### config.mk
export PLATFORM = sky130hd
export DESIGN_NAME = alu_arbiter_flat
export DESIGN_NICKNAME = d
export VERILOG_FILES = /design/src/rtl/alu_arbiter_if.sv /design/src/rtl/alu_arbiter.sv /design/src/flat_wrapper.sv
export SDC_FILE = /design/constraint.sdc
export NUM_CORES = 1
export LEC_CHECK = 0
export CELL_PAD_IN_SITES_DETAIL_PLACEMENT = 2
export CELL_PAD_IN_SITES_GLOBAL_PLACEMENT = 2
export CORE_MARGIN = 1
export CORE_UTILIZATION = 22
export DETAILED_ROUTE_END_ITERATION = 7
export GPL_ROUTABILITY_DRIVEN = 0
export GPL_TIMING_DRIVEN = 0
export PLACE_DENSITY = 0.92
export SKIP_LAST_GASP = 1
export SYNTH_ARGS = -nofsm -noshare
export SYNTH_HDL_FRONTEND = slang
export SYNTH_SLANG_ARGS = --single-unit
### constraint.sdc
create_clock -name clk -period 3.14 [get_ports clk]
set_clock_uncertainty 0.15 [all_clocks]
set_input_delay 0.785 -clock clk [delete_from_list [all_inputs] [get_ports clk]]
set_output_delay 0.785 -clock clk [all_outputs]
set_load 0.02 [all_outputs]
### src/rtl/alu_arbiter_if.sv
//------------------------------------------------------------------------------
// Module   : alu_arbiter_if
// Purpose  : Requester, shared-ALU and response signals of alu_arbiter.
// Revision : 1.0 - initial release
//------------------------------------------------------------------------------
`default_nettype none

interface alu_arbiter_if;
    logic       req0_valid;
    logic       req1_valid;
    logic       req0_ready;
    logic       req1_ready;
    logic [2:0] req0_op;
    logic [2:0] req1_op;
    logic [3:0] req0_a;
    logic [3:0] req0_b;
    logic [3:0] req1_a;
    logic [3:0] req1_b;

    logic [2:0] alu_op;
    logic [3:0] alu_a;
    logic [3:0] alu_b;
    logic [3:0] alu_result;
    logic       alu_carry;
    logic       alu_overflow;

    logic       rsp_valid;
    logic       rsp_id;
    logic [3:0] rsp_result;
    logic       rsp_carry;
    logic       rsp_overflow;

    logic [7:0] grant_cnt0;
    logic [7:0] grant_cnt1;

    // Arbiter side
    modport slave (
        input  req0_valid, req1_valid, req0_op, req1_op,
        input  req0_a, req0_b, req1_a, req1_b,
        input  alu_result, alu_carry, alu_overflow,
        output req0_ready, req1_ready,
        output alu_op, alu_a, alu_b,
        output rsp_valid, rsp_id, rsp_result, rsp_carry, rsp_overflow,
        output grant_cnt0, grant_cnt1
    );

    // Requesters plus the shared ALU
    modport master (
        output req0_valid, req1_valid, req0_op, req1_op,
        output req0_a, req0_b, req1_a, req1_b,
        output alu_result, alu_carry, alu_overflow,
        input  req0_ready, req1_ready,
        input  alu_op, alu_a, alu_b,
        input  rsp_valid, rsp_id, rsp_result, rsp_carry, rsp_overflow,
        input  grant_cnt0, grant_cnt1
    );
endinterface

`default_nettype wire

### src/rtl/alu_arbiter.sv
//------------------------------------------------------------------------------
// Module   : alu_arbiter
// Purpose  : Round-robin arbiter sharing one combinational 4-bit ALU between
//            two requesters; IDLE -> ISSUE -> RESP, one response pulse per op.
//            Define ALU_ARBITER_GRANT_CNT_EN to build saturating grant counters.
// Revision : 1.0 - initial release
//------------------------------------------------------------------------------
`default_nettype none

module alu_arbiter (
    input  wire          clk,
    input  wire          rst_n,
    alu_arbiter_if.slave bus
);

    typedef enum logic [1:0] {
        ST_IDLE  = 2'd0,
        ST_ISSUE = 2'd1,
        ST_RESP  = 2'd2
    } state_t;

    state_t     r_state;
    state_t     w_state_nxt;

    // 0: req0 wins a tie, 1: req1 wins a tie
    logic       r_prio;

    logic [2:0] r_op;
    logic [3:0] r_a;
    logic [3:0] r_b;
    logic       r_id;

    logic       r_rsp_id;
    logic [3:0] r_rsp_result;
    logic       r_rsp_carry;
    logic       r_rsp_overflow;

    logic       w_grant0;
    logic       w_grant1;
    logic       w_accept;
    logic       w_capture;

    //--------------------------------------------------------------------------
    // Next-state, arbitration and capture strobe
    //--------------------------------------------------------------------------
    always_comb begin
        w_state_nxt = r_state;
        w_grant0    = 1'b0;
        w_grant1    = 1'b0;
        w_capture   = 1'b0;
        case (r_state)
            ST_IDLE: begin
                if (bus.req0_valid && (!bus.req1_valid || !r_prio)) begin
                    w_grant0 = 1'b1;
                end else if (bus.req1_valid) begin
                    w_grant1 = 1'b1;
                end
                if (w_grant0 || w_grant1) begin
                    w_state_nxt = ST_ISSUE;
                end
            end
            ST_ISSUE: begin
                w_capture   = 1'b1;
                w_state_nxt = ST_RESP;
            end
            ST_RESP: begin
                w_state_nxt = ST_IDLE;
            end
            default: begin
                w_state_nxt = ST_IDLE;
            end
        endcase
    end

    assign w_accept = w_grant0 | w_grant1;

    //--------------------------------------------------------------------------
    // State register
    //--------------------------------------------------------------------------
    always_ff @(posedge clk or negedge rst_n) begin
        if (!rst_n) begin
            r_state <= ST_IDLE;
        end else begin
            r_state <= w_state_nxt;
        end
    end

    //--------------------------------------------------------------------------
    // Priority pointer and operand latch
    //--------------------------------------------------------------------------
    always_ff @(posedge clk or negedge rst_n) begin
        if (!rst_n) begin
            r_prio <= 1'b0;
            r_op   <= 3'd0;
            r_a    <= 4'd0;
            r_b    <= 4'd0;
            r_id   <= 1'b0;
        end else if (w_accept) begin
            // The requester just served loses the next tie
            r_prio <= w_grant0;
            r_id   <= w_grant1;
            r_op   <= w_grant1 ? bus.req1_op : bus.req0_op;
            r_a    <= w_grant1 ? bus.req1_a  : bus.req0_a;
            r_b    <= w_grant1 ? bus.req1_b  : bus.req0_b;
        end
    end

    //--------------------------------------------------------------------------
    // Response capture; data holds until the next ISSUE
    //--------------------------------------------------------------------------
    always_ff @(posedge clk or negedge rst_n) begin
        if (!rst_n) begin
            r_rsp_id       <= 1'b0;
            r_rsp_result   <= 4'd0;
            r_rsp_carry    <= 1'b0;
            r_rsp_overflow <= 1'b0;
        end else if (w_capture) begin
            r_rsp_id       <= r_id;
            r_rsp_result   <= bus.alu_result;
            r_rsp_carry    <= bus.alu_carry;
            r_rsp_overflow <= bus.alu_overflow;
        end
    end

    //--------------------------------------------------------------------------
    // Optional grant counters
    //--------------------------------------------------------------------------
`ifdef ALU_ARBITER_GRANT_CNT_EN
    localparam logic [7:0] c_CNT_MAX = 8'hFF;

    logic [7:0] r_grant_cnt0;
    logic [7:0] r_grant_cnt1;

    always_ff @(posedge clk or negedge rst_n) begin
        if (!rst_n) begin
            r_grant_cnt0 <= 8'd0;
            r_grant_cnt1 <= 8'd0;
        end else begin
            if (w_grant0 && (r_grant_cnt0 != c_CNT_MAX)) begin
                r_grant_cnt0 <= r_grant_cnt0 + 8'd1;
            end
            if (w_grant1 && (r_grant_cnt1 != c_CNT_MAX)) begin
                r_grant_cnt1 <= r_grant_cnt1 + 8'd1;
            end
        end
    end

    assign bus.grant_cnt0 = r_grant_cnt0;
    assign bus.grant_cnt1 = r_grant_cnt1;
`else
    assign bus.grant_cnt0 = 8'd0;
    assign bus.grant_cnt1 = 8'd0;
`endif

    //--------------------------------------------------------------------------
    // Outputs
    //--------------------------------------------------------------------------
    assign bus.req0_ready   = w_grant0;
    assign bus.req1_ready   = w_grant1;

    assign bus.alu_op       = r_op;
    assign bus.alu_a        = r_a;
    assign bus.alu_b        = r_b;

    assign bus.rsp_valid    = (r_state == ST_RESP);
    assign bus.rsp_id       = r_rsp_id;
    assign bus.rsp_result   = r_rsp_result;
    assign bus.rsp_carry    = r_rsp_carry;
    assign bus.rsp_overflow = r_rsp_overflow;

endmodule

`default_nettype wire
### src/flat_wrapper.sv
// flat-port wrapper written by rule: the top's interface ports become plain ports
module alu_arbiter_flat 
  (clk, rst_n, bus_req0_valid, bus_req1_valid, bus_req0_op, bus_req1_op, bus_req0_a, bus_req0_b, bus_req1_a, bus_req1_b, bus_alu_result, bus_alu_carry, bus_alu_overflow, bus_req0_ready, bus_req1_ready, bus_alu_op, bus_alu_a, bus_alu_b, bus_rsp_valid, bus_rsp_id, bus_rsp_result, bus_rsp_carry, bus_rsp_overflow, bus_grant_cnt0, bus_grant_cnt1);
  alu_arbiter_if bus_i ();
  input  wire clk;
  input  wire rst_n;
  input wire logic [$bits(bus_i.req0_valid)-1:0] bus_req0_valid;
  input wire logic [$bits(bus_i.req1_valid)-1:0] bus_req1_valid;
  input wire logic [$bits(bus_i.req0_op)-1:0] bus_req0_op;
  input wire logic [$bits(bus_i.req1_op)-1:0] bus_req1_op;
  input wire logic [$bits(bus_i.req0_a)-1:0] bus_req0_a;
  input wire logic [$bits(bus_i.req0_b)-1:0] bus_req0_b;
  input wire logic [$bits(bus_i.req1_a)-1:0] bus_req1_a;
  input wire logic [$bits(bus_i.req1_b)-1:0] bus_req1_b;
  input wire logic [$bits(bus_i.alu_result)-1:0] bus_alu_result;
  input wire logic [$bits(bus_i.alu_carry)-1:0] bus_alu_carry;
  input wire logic [$bits(bus_i.alu_overflow)-1:0] bus_alu_overflow;
  output wire logic [$bits(bus_i.req0_ready)-1:0] bus_req0_ready;
  output wire logic [$bits(bus_i.req1_ready)-1:0] bus_req1_ready;
  output wire logic [$bits(bus_i.alu_op)-1:0] bus_alu_op;
  output wire logic [$bits(bus_i.alu_a)-1:0] bus_alu_a;
  output wire logic [$bits(bus_i.alu_b)-1:0] bus_alu_b;
  output wire logic [$bits(bus_i.rsp_valid)-1:0] bus_rsp_valid;
  output wire logic [$bits(bus_i.rsp_id)-1:0] bus_rsp_id;
  output wire logic [$bits(bus_i.rsp_result)-1:0] bus_rsp_result;
  output wire logic [$bits(bus_i.rsp_carry)-1:0] bus_rsp_carry;
  output wire logic [$bits(bus_i.rsp_overflow)-1:0] bus_rsp_overflow;
  output wire logic [$bits(bus_i.grant_cnt0)-1:0] bus_grant_cnt0;
  output wire logic [$bits(bus_i.grant_cnt1)-1:0] bus_grant_cnt1;
  assign bus_i.req0_valid = bus_req0_valid;
  assign bus_i.req1_valid = bus_req1_valid;
  assign bus_i.req0_op = bus_req0_op;
  assign bus_i.req1_op = bus_req1_op;
  assign bus_i.req0_a = bus_req0_a;
  assign bus_i.req0_b = bus_req0_b;
  assign bus_i.req1_a = bus_req1_a;
  assign bus_i.req1_b = bus_req1_b;
  assign bus_i.alu_result = bus_alu_result;
  assign bus_i.alu_carry = bus_alu_carry;
  assign bus_i.alu_overflow = bus_alu_overflow;
  assign bus_req0_ready = bus_i.req0_ready;
  assign bus_req1_ready = bus_i.req1_ready;
  assign bus_alu_op = bus_i.alu_op;
  assign bus_alu_a = bus_i.alu_a;
  assign bus_alu_b = bus_i.alu_b;
  assign bus_rsp_valid = bus_i.rsp_valid;
  assign bus_rsp_id = bus_i.rsp_id;
  assign bus_rsp_result = bus_i.rsp_result;
  assign bus_rsp_carry = bus_i.rsp_carry;
  assign bus_rsp_overflow = bus_i.rsp_overflow;
  assign bus_grant_cnt0 = bus_i.grant_cnt0;
  assign bus_grant_cnt1 = bus_i.grant_cnt1;
  alu_arbiter u_core (.clk(clk), .rst_n(rst_n), .bus(bus_i));
endmodule
# Yosys cells after proc, flatten, opt, wreduce, memory -nomap -nowiden
# Index checks and enable logic that the tools add are counted.
[classes]
n_addsub = 0
mul = 0
div_mod_pow = 0
magnitude_cmp = 0
eq_ne = 3
shifts = 0
n_mux = 13
bitwise_logic = 1
n_reduce_logical = 6
[ops]
columns = ["cell", "count"]
rows = [
  ["2-to-1 mux 1 bit", 8],
  ["2-to-1 mux 4 bit", 2],
  ["one-hot mux 2 bit (2 select lines)", 1],
  ["2-to-1 mux 3 bit", 1],
  ["equality test 2 x 1 -> 1 bit, second input constant", 1],
  ["equality test 2 bit, second input constant", 1],
  ["zero test 1 bit", 2],
  ["zero test 2 bit", 1],
  ["logical OR 1 bit", 2],
  ["2-to-1 mux 2 bit", 1],
  ["!= test 2 x 1 -> 1 bit, second input constant", 1],
  ["logical AND 1 bit", 1],
  ["OR 1 bit", 1],
]
[totals]
ff_bits = 22
latchBits = 0
mem_bits_rw = 0
romBits = 0
input_bits = 32
out_inout_bits = 37
elab_cells = 33
memories = 0

# Depth between registers and ports, before layout
# Gate-level depths: netlist of run 1.
[depth]
word_depth = 8
mapped_depth = 4
depth_no_buf = 3

# Worst setup path after synthesis of run 1
# Ideal clock, no wire load.
[synth_path]
path_kind = "input to output"
startpoint = "in bus_req1_valid"
endpoint = "out bus_req1_ready"
arrival_time_ps = 1325
required_time_ps = 2205
path_slack_ps = 880
stages = 3
path_buffers = 1
cell_sequence = "nor3b_4 and2_4 buf_6"
[synth_via]
elab_chain_len = 6
elab_cells_between_ends = 7
classes_between = "4 x mux; 3 x reduce/logical"
[synth_rtl]
columns = ["item", "line", "source"]
rows = [
  ["start, declared", "flat_wrapper.sv:8", "input wire logic [$bits(bus_i.req1_valid)-1:0] bus_req1_valid;"],
  ["zero test 1 bit", "alu_arbiter.sv:53", "if (bus.req0_valid && (!bus.req1_valid || !r_prio)) begin"],
  ["logical OR 1 bit", "alu_arbiter.sv:53", ""],
  ["logical AND 1 bit", "alu_arbiter.sv:53", ""],
  ["2-to-1 mux 1 bit *", "alu_arbiter.sv:53", ""],
  ["2-to-1 mux 1 bit * (2 in series)", "alu_arbiter.sv:51", "case (r_state)"],
  ["end, declared", "flat_wrapper.sv:19", "output wire logic [$bits(bus_i.req1_ready)-1:0] bus_req1_ready;"],
]
# Every way passes the cells marked *; elsewhere a longest branch is shown, timed or not. The select of a mux whose other input is x is not followed.

# Final worst setup path of run 1
[layout_path]
startpoint = "in bus_req0_valid"
endpoint = "out bus_req1_ready"
[layout_via]
elab_chain_len = 4
[layout_rtl]
columns = ["item", "line", "source"]
rows = [
  ["start, declared", "flat_wrapper.sv:7", "input wire logic [$bits(bus_i.req0_valid)-1:0] bus_req0_valid;"],
  ["logical AND 1 bit", "alu_arbiter.sv:53", ""],
  ["2-to-1 mux 1 bit", "alu_arbiter.sv:53", ""],
  ["2-to-1 mux 1 bit (2 in series)", "alu_arbiter.sv:51", ""],
]
# Every way passes these cells. The select of a mux whose other input is x is not followed.

==> results.md, run 1 <==
* Hold Slack at 0.358 ns
* DR iter-0 viols at 29
* Synth Flop Type: dfrtp_1
* Synthesized cell area at around 1200 sq um
* Drt wl/cell at ~13 um
* Site row count at 25
* WP buf/inv at 3
* P_leak at 0.871 nW
* Largest net degree at the start of global routing at 23
* Worst setup slack after layout at ~0.18 ns
* Initial Util at 23.6%
* Seq/Total Area, Yosys at 47.8%
* NumNets Final at 219
* Slowest-stage cell, CP: clkdlybuf4s50_1
* Share of layout cells above drive strength 1 at 21.0%
* Avg Cell Area, Syn at 10.1 sq um
* R2R cell count at 4
* Post-synth cell types at 24
* Pre-CTS WS at -0.459 ns
* All-layer global routing usage at 13.5%
* Crit path largest cell delay at 0.54 ns
* Top-level I/O count at ~70
* Max Fclk at 338 MHz
* Final setup fails at 0
* Type of the worst min-delay path: reg -> reg
* Top Family by Delay on Critical Path: buffers and inverters
* Max Cap Violations at 0
* Port Buffers at 52
* Max Slew Vio Count at 0
* Cells after Synth at 114
* Synth area leader: dfrtp_1
* Synth top area share at 47.8%
* Final instance area at 1880 sq um
* Worst reg2reg path startpoint: u_core.r_state[1]
* Vias in the first global route at 1165
* Detailed Place HPWL at 2640 um
* PwrDens at between 800 and 900 nW/um^2
* Worst Max-Slew Pin Slew at slightly above 1 ns
* Synth warn at 0
* Post-Place Cells at around 250
* Dpl cell area at 1810 sq um
* Count leader, synth: dfrtp_1
* Gr ovfl total at 0
* Unrepaired setup endpoints after global routing: no
* Async S/R FF share, synth at 100%
* DIE WIDTH at between 70 and 80 um
* Post-synth EDFFs at 0
* CTS root buffer: clkbuf_8
* Post-DRT Antenna Nets at 0
* Core Region at 4880 sq um
* CTS Buf Count at 3
* Bufs on Longest Clock Path at 2
* Reg-to-reg endpoint: u_core.bus.alu_op[1]
* Htree depth at 1
* Crit path required time at 2.20 ns
* Min Tclk post-route at 2.96 ns
* Vias at 1078
* Critical path endpoint category: primary output
* First-pass DRT Iterations at 4
* Clock Sinks at 22
* HP Start: u_core.bus.rsp_result[0]
* R2R Setup Slk at 1.52 ns
* CTS tree: done
* Final WL at 3380 um
* Fin cells at ~250
* Via density at roughly 4.3
* # hold bufs at CTS at 0
* Hold Path Cell Cnt at 1
* Final Cycle Share at 94.1%
* Setup crit start kind: input pin
* Main area contributors after synthesis: dfrtp_1 48%, buf_4 11%, o311ai_1 7.6%, mux2_2 6.8%, o21ai_0 5.2%
* Hold Path Sink: u_core.bus.rsp_result[0]
* Flops & latches, synth at 22
* Worst-Skew Late Latency at 0.26 ns
* Slew margin rel. at 30.5%
* Drt drc at 0
* Setup Crit Path Kind: in -> out
* Initial antenna violation count at 0
* CP Cell Sequence: clkdlybuf4s50_1 -> nand2b_1 -> and2_4 -> buf_6 -> clkdlybuf4s15_2
* Die area at 5530 sq um
* Status: complete, no violations
* Syn-to-layout area delta at 63.3%
* Top cells by count, synth: 22 x dfrtp_1, 17 x buf_4, 13 x inv_1
* CP max FO at 10
* Global-route wire length before repair at 5620 um
* Antenna Cells at 0
* Die height at 74.4 um
* Clk slew on worst S/H paths at 0.08 ns
* Crit path DAT at about 2.0 ns
* Maximum vdd drop at 249 uV
* Endpoints failing hold at 0
==> area by class of cell <==
cell class / instances / area, sq um
fill: 565 / 3000
sequential: 22 / 551
timing repair buffer: 53 / 534
multi-input combinational: 71 / 448
buffer: 23 / 161
tap: 67 / 83.8
clock buffer: 4 / 55.1
inverter: 13 / 48.8
==> metal layers <==
metal  global-route usage, %  share of wire [%]  vias up
met5                       0                  0        -
met4                    2.52               0.27        0
met3                    5.15                9.3        2
met2                    25.0                 51       47
met1                    14.7                 39      526
li1                        -                  -      503
==> timing repair <==
action,CTS,global route
gates resized for setup,3,2
buffers inserted,1,0
hold endpoints to repair,0,0
setup endpoints to repair,1,2
==> sequential cells by signal (all words and copies together), names as in the netlist, 2 cells and up <==
| register | count |
|---|---|
| u_core.bus.alu_op | 3 |
| u_core.bus.alu_b | 4 |
| u_core.bus.alu_a | 4 |
| u_core.bus.rsp_result | 4 |
| u_core.r_state | 2 |
==> logic make-up after synthesis <==
family                 share of synthesized area (%)
and+or+nand+nor                                 11.4
muxes                                           7.71
DFF                                             47.8
buffers and inverters                           18.2
AOI/OAI and AO/OA                               14.5
other                                          0.325
==> report_power, final <==
part	internal, mW	switching, mW	leakage [nW]	total, mW
logic	0.473	0.486	0.581	0.959
registers	0.432	0.0895	0.261	0.521
clock network	0.112	0.0924	0.0288	0.204
==> placed cells by master (no fill, tap or decap) <==
cell | synthesis | final
o21ai_0 | 12 | 12
nor2_1 | 2 | 2
a21oi_1 | 1 | 1
a31oi_1 | 1 | 1
o311ai_1 | 10 | 10
or2_2 | 1 | 1
buf_2 | 1 | 1
dlymetal6s2s_1 | 0 | 2
clkbuf_8 | 0 | 4
clkdlybuf4s15_2 | 0 | 1
nand3_1 | 11 | 11
clkdlybuf4s50_1 | 0 | 49
inv_1 | 13 | 13
and2b_2 | 1 | 1
clkbuf_2 | 2 | 2
conb_1 | 1 | 16
mux2i_1 | 1 | 1
nor2_2 | 1 | 1
buf_6 | 1 | 1
dfrtp_1 | 22 | 22
and2_4 | 1 | 1
nand2_1 | 2 | 2
clkbuf_1 | 2 | 2
mux2_2 | 7 | 7
o311ai_0 | 1 | 1
nand2b_1 | 2 | 2
nor3b_4 | 1 | 1
buf_4 | 17 | 18
==> metrics by stage <==
stage                     power, mW  TNS [ns]  util [%]
after floorplan                1.06         0         -
after global placement         1.46    -0.416      37.2
after detailed placement       1.50    -0.459      37.2
after CTS                      1.72         0      38.5
after global routing           1.82         0      38.6
final                          1.68         0      38.6
==> worst max path at each step <==
stage / startpoint / endpoint / cells after the start
finish: bus_req0_valid / bus_req1_ready / 5
global route: bus_req0_valid / bus_req1_ready / 5
CTS: bus_req1_valid / bus_req1_ready / 5
detailed placement: bus_req1_valid / bus_req1_ready / 5
global placement: bus_req1_valid / bus_req1_ready / 5
floorplan: bus_req1_valid / bus_req1_ready / 3
Note: power is estimated with default switching activity, not from simulation.
==> inputs of run 2 (changes only) <==
==> constraint.sdc (replaced) <==
create_clock -name clk -period 3.14 [get_ports clk]
set_clock_uncertainty 0.15 [all_clocks]
set_input_delay 0.628 -clock clk [delete_from_list [all_inputs] [get_ports clk]]
set_output_delay 0.628 -clock clk [all_outputs]
set_load 0.02 [all_outputs]
==> results.md, run 2 (synthesized netlist as in run 1, its figures left out) <==
* CP max FO at 10 (unchanged)
* Commonest cells after routing, fill and taps aside: 51 x clkdlybuf4s50_1, 22 x dfrtp_1, 18 x buf_4, 16 x conb_1, 13 x inv_1
* Gr ovfl total at 0 (unchanged)
* Bufs on Longest Clock Path at 2 (unchanged)
* Crit path required time at 2.36 ns (+0.16 ns)
* Top Family by Delay on Critical Path: buffers and inverters
* Final Cycle Share at 91.2% (-2.9 points)
* Global-route wire length before repair at 5620 um (unchanged)
* Critical path endpoint category: primary output
* Site row count at 25 (unchanged)
* Final WL at 3380 um (about the same)
* DR iter-0 viols at 28 (-3.4%)
* Core Region at 4880 sq um (unchanged)
* Crit path DAT at 2.09 ns (+0.07 ns)
* Dpl cell area at 1810 sq um (unchanged)
* Vias in the first global route at 1165 (unchanged)
* Initial Util at 23.6% (unchanged)
* Htree depth at 1 (unchanged)
* Setup crit start kind: input pin
* Initial antenna violation count at 0 (unchanged)
* Share of layout cells above drive strength 1 at 20.4% (-0.54 points)
* Final setup fails at 0 (unchanged)
* Slew margin rel. at 30.5% (about the same)
* Final instance area at 1870 sq um (-0.40%)
* Vias at 1079 (+0.093%)
* CTS root buffer: clkbuf_8
* Drt wl/cell at 13.4 um (about the same)
* Largest net degree at the start of global routing at 23 (unchanged)
* Top-level I/O count at 69 (unchanged)
* Port Buffers at 52 (unchanged)
* Syn-to-layout area delta at 62.6%
* Unrepaired setup endpoints after global routing: no
* DIE WIDTH at 74.4 um (unchanged)
* Maximum vdd drop at 249 uV (about the same)
* Worst setup slack after layout at 0.276 ns (+0.0909 ns)
* Clk slew on worst S/H paths at 0.08 ns (about the same)
* Pre-CTS WS at -0.145 ns (+0.314 ns)
* Post-DRT Antenna Nets at 0 (unchanged)
* Max Slew Vio Count at 0 (unchanged)
* WP buf/inv at 3 (unchanged)
* Detailed Place HPWL at 2640 um (unchanged)
* Commonest non-fill, non-tap cell in the layout: clkdlybuf4s50_1
* Post-layout util at 38.4% (-0.15 points)
* P_leak at 0.850 nW (-2.5%)
* # fillers at 566 (+0.18%)
* # hold bufs at CTS at 0 (unchanged)
* Worst-Skew Late Latency at 0.26 ns (about the same)
* CP Cell Sequence: clkdlybuf4s50_1 -> nor3b_4 -> and2_4 -> buf_6 -> dlygate4sd2_1
* Setup Crit Path Kind: in -> out
* Drt drc at 0 (unchanged)
* Status: complete, no violations
* Slowest-stage cell, CP: clkdlybuf4s50_1
* CTS tree: done
* Type of the worst min-delay path: reg -> reg
* All-layer global routing usage at 13.5% (unchanged)
* CTS Buf Count at 3 (unchanged)
* First-pass DRT Iterations at 4 (unchanged)
* Die height at 74.4 um (unchanged)
* Worst Max-Slew Pin Slew at 1.04 ns (-0.00000367 ns)
* Max Cap Violations at 0 (unchanged)
* Clock Sinks at 22 (unchanged)
* Min Tclk post-route at 2.86 ns (-0.0909 ns)
* Endpoints failing hold at 0 (unchanged)
* Final TNS setup at 0 ns (unchanged)
* Via density at 4.26 (about the same)
* PwrDens at 898 nW/um^2 (+0.36%)
* NumNets Final at 219 (unchanged)
* Max Fclk at 349 MHz (+3.2%)
* Die area at 5530 sq um (unchanged)
* Crit path largest cell delay at 0.54 ns (about the same)
* Antenna Cells at 0 (unchanged)
-- run 2: cell types whose count changed in the layout (fill, tap and decap cells not counted) --
cell	change
clkdlybuf4s50_1	+2
dlymetal6s2s_1	-2
clkdlybuf4s15_2	-1
dlygate4sd2_1	+1
-- run 2: worst register-to-register path: stages (launching register included) --
cell and delay [ns]:
dfrtp_1 0.45, nor2_2 0.18, o21ai_0 0.17, clkbuf_2 0.25, o311ai_1 0.31
-- run 2: final cells by class --
type                            instances  area (sq um)  area share [%]
Buffer                                 23           161            8.61
Clock buffer                            4          55.1            2.94
Inverter                               13          48.8            2.60
Multi-Input combinational cell         71           448            23.9
Sequential cell                        22           551            29.4
Tap cell                               67          83.8            4.47
Timing Repair Buffer                   53           527            28.1
-- run 2: worst paths after layout --
path,slack [ns],depth (start not counted),startpoint,end
setup / recovery,0.28,5,bus_req1_valid,bus_req1_ready
hold / removal,0.36,1,u_core.bus.rsp_result[0],u_core.bus.rsp_result[0]
setup reg to reg,1.52,4,u_core.r_state[1],u_core.bus.alu_op[1]
hold reg to reg,0.36,1,u_core.bus.rsp_result[0],u_core.bus.rsp_result[0]
max in group asynchronous,1.43,1,rst_n,u_core.bus.alu_a[0]
min in group asynchronous,0.78,1,rst_n,u_core.bus.rsp_result[3]
-- run 2: stage by stage --
| step | power [mW] | cells | hold WS [ns] |
|---|---|---|---|
| floorplan | 1.06 | 129 | 0.182 |
| global placement | 1.46 | 248 | 0.335 |
| detailed placement | 1.50 | 248 | 0.344 |
| CTS | 1.72 | 253 | 0.365 |
| global route | 1.82 | 253 | 0.385 |
| finish | 1.68 | 253 | 0.358 |
-- run 2: per-layer routing --
metal | vias up | track usage [%] | wire [um]
met5 | - | 0 | 0
met4 | 0 | 2.52 | 9
met1 | 527 | 14.7 | 1330
met3 | 2 | 5.15 | 316
li1 | 503 | - | -
met2 | 47 | 25.0 | 1730
-- run 2: power by group --
group	switching [mW]	total (mW)	internal (mW)	leakage (nW)
sequential	0.0895	0.521	0.432	0.261
clock	0.0924	0.204	0.112	0.0288
combinational	0.486	0.958	0.472	0.560
-- run 2: repair_timing --
item / 4_1_cts / 5_1_grt
setup endpoints to repair: 1 / 0
setup buffers: 1 / 0
resized for setup: 1 / 0
==> inputs of run 3 (changes only) <==
--- a/config.mk
+++ b/config.mk
@@ -12,6 +12,7 @@
 export DETAILED_ROUTE_END_ITERATION = 7
 export GPL_ROUTABILITY_DRIVEN = 0
 export GPL_TIMING_DRIVEN = 0
+export HOLD_SLACK_MARGIN = 0.06
 export PLACE_DENSITY = 0.92
 export SKIP_LAST_GASP = 1
 export SYNTH_ARGS = -nofsm -noshare
==> results of run 3 <==
The final DEF is identical to that of run 2; final timing and power are the same.
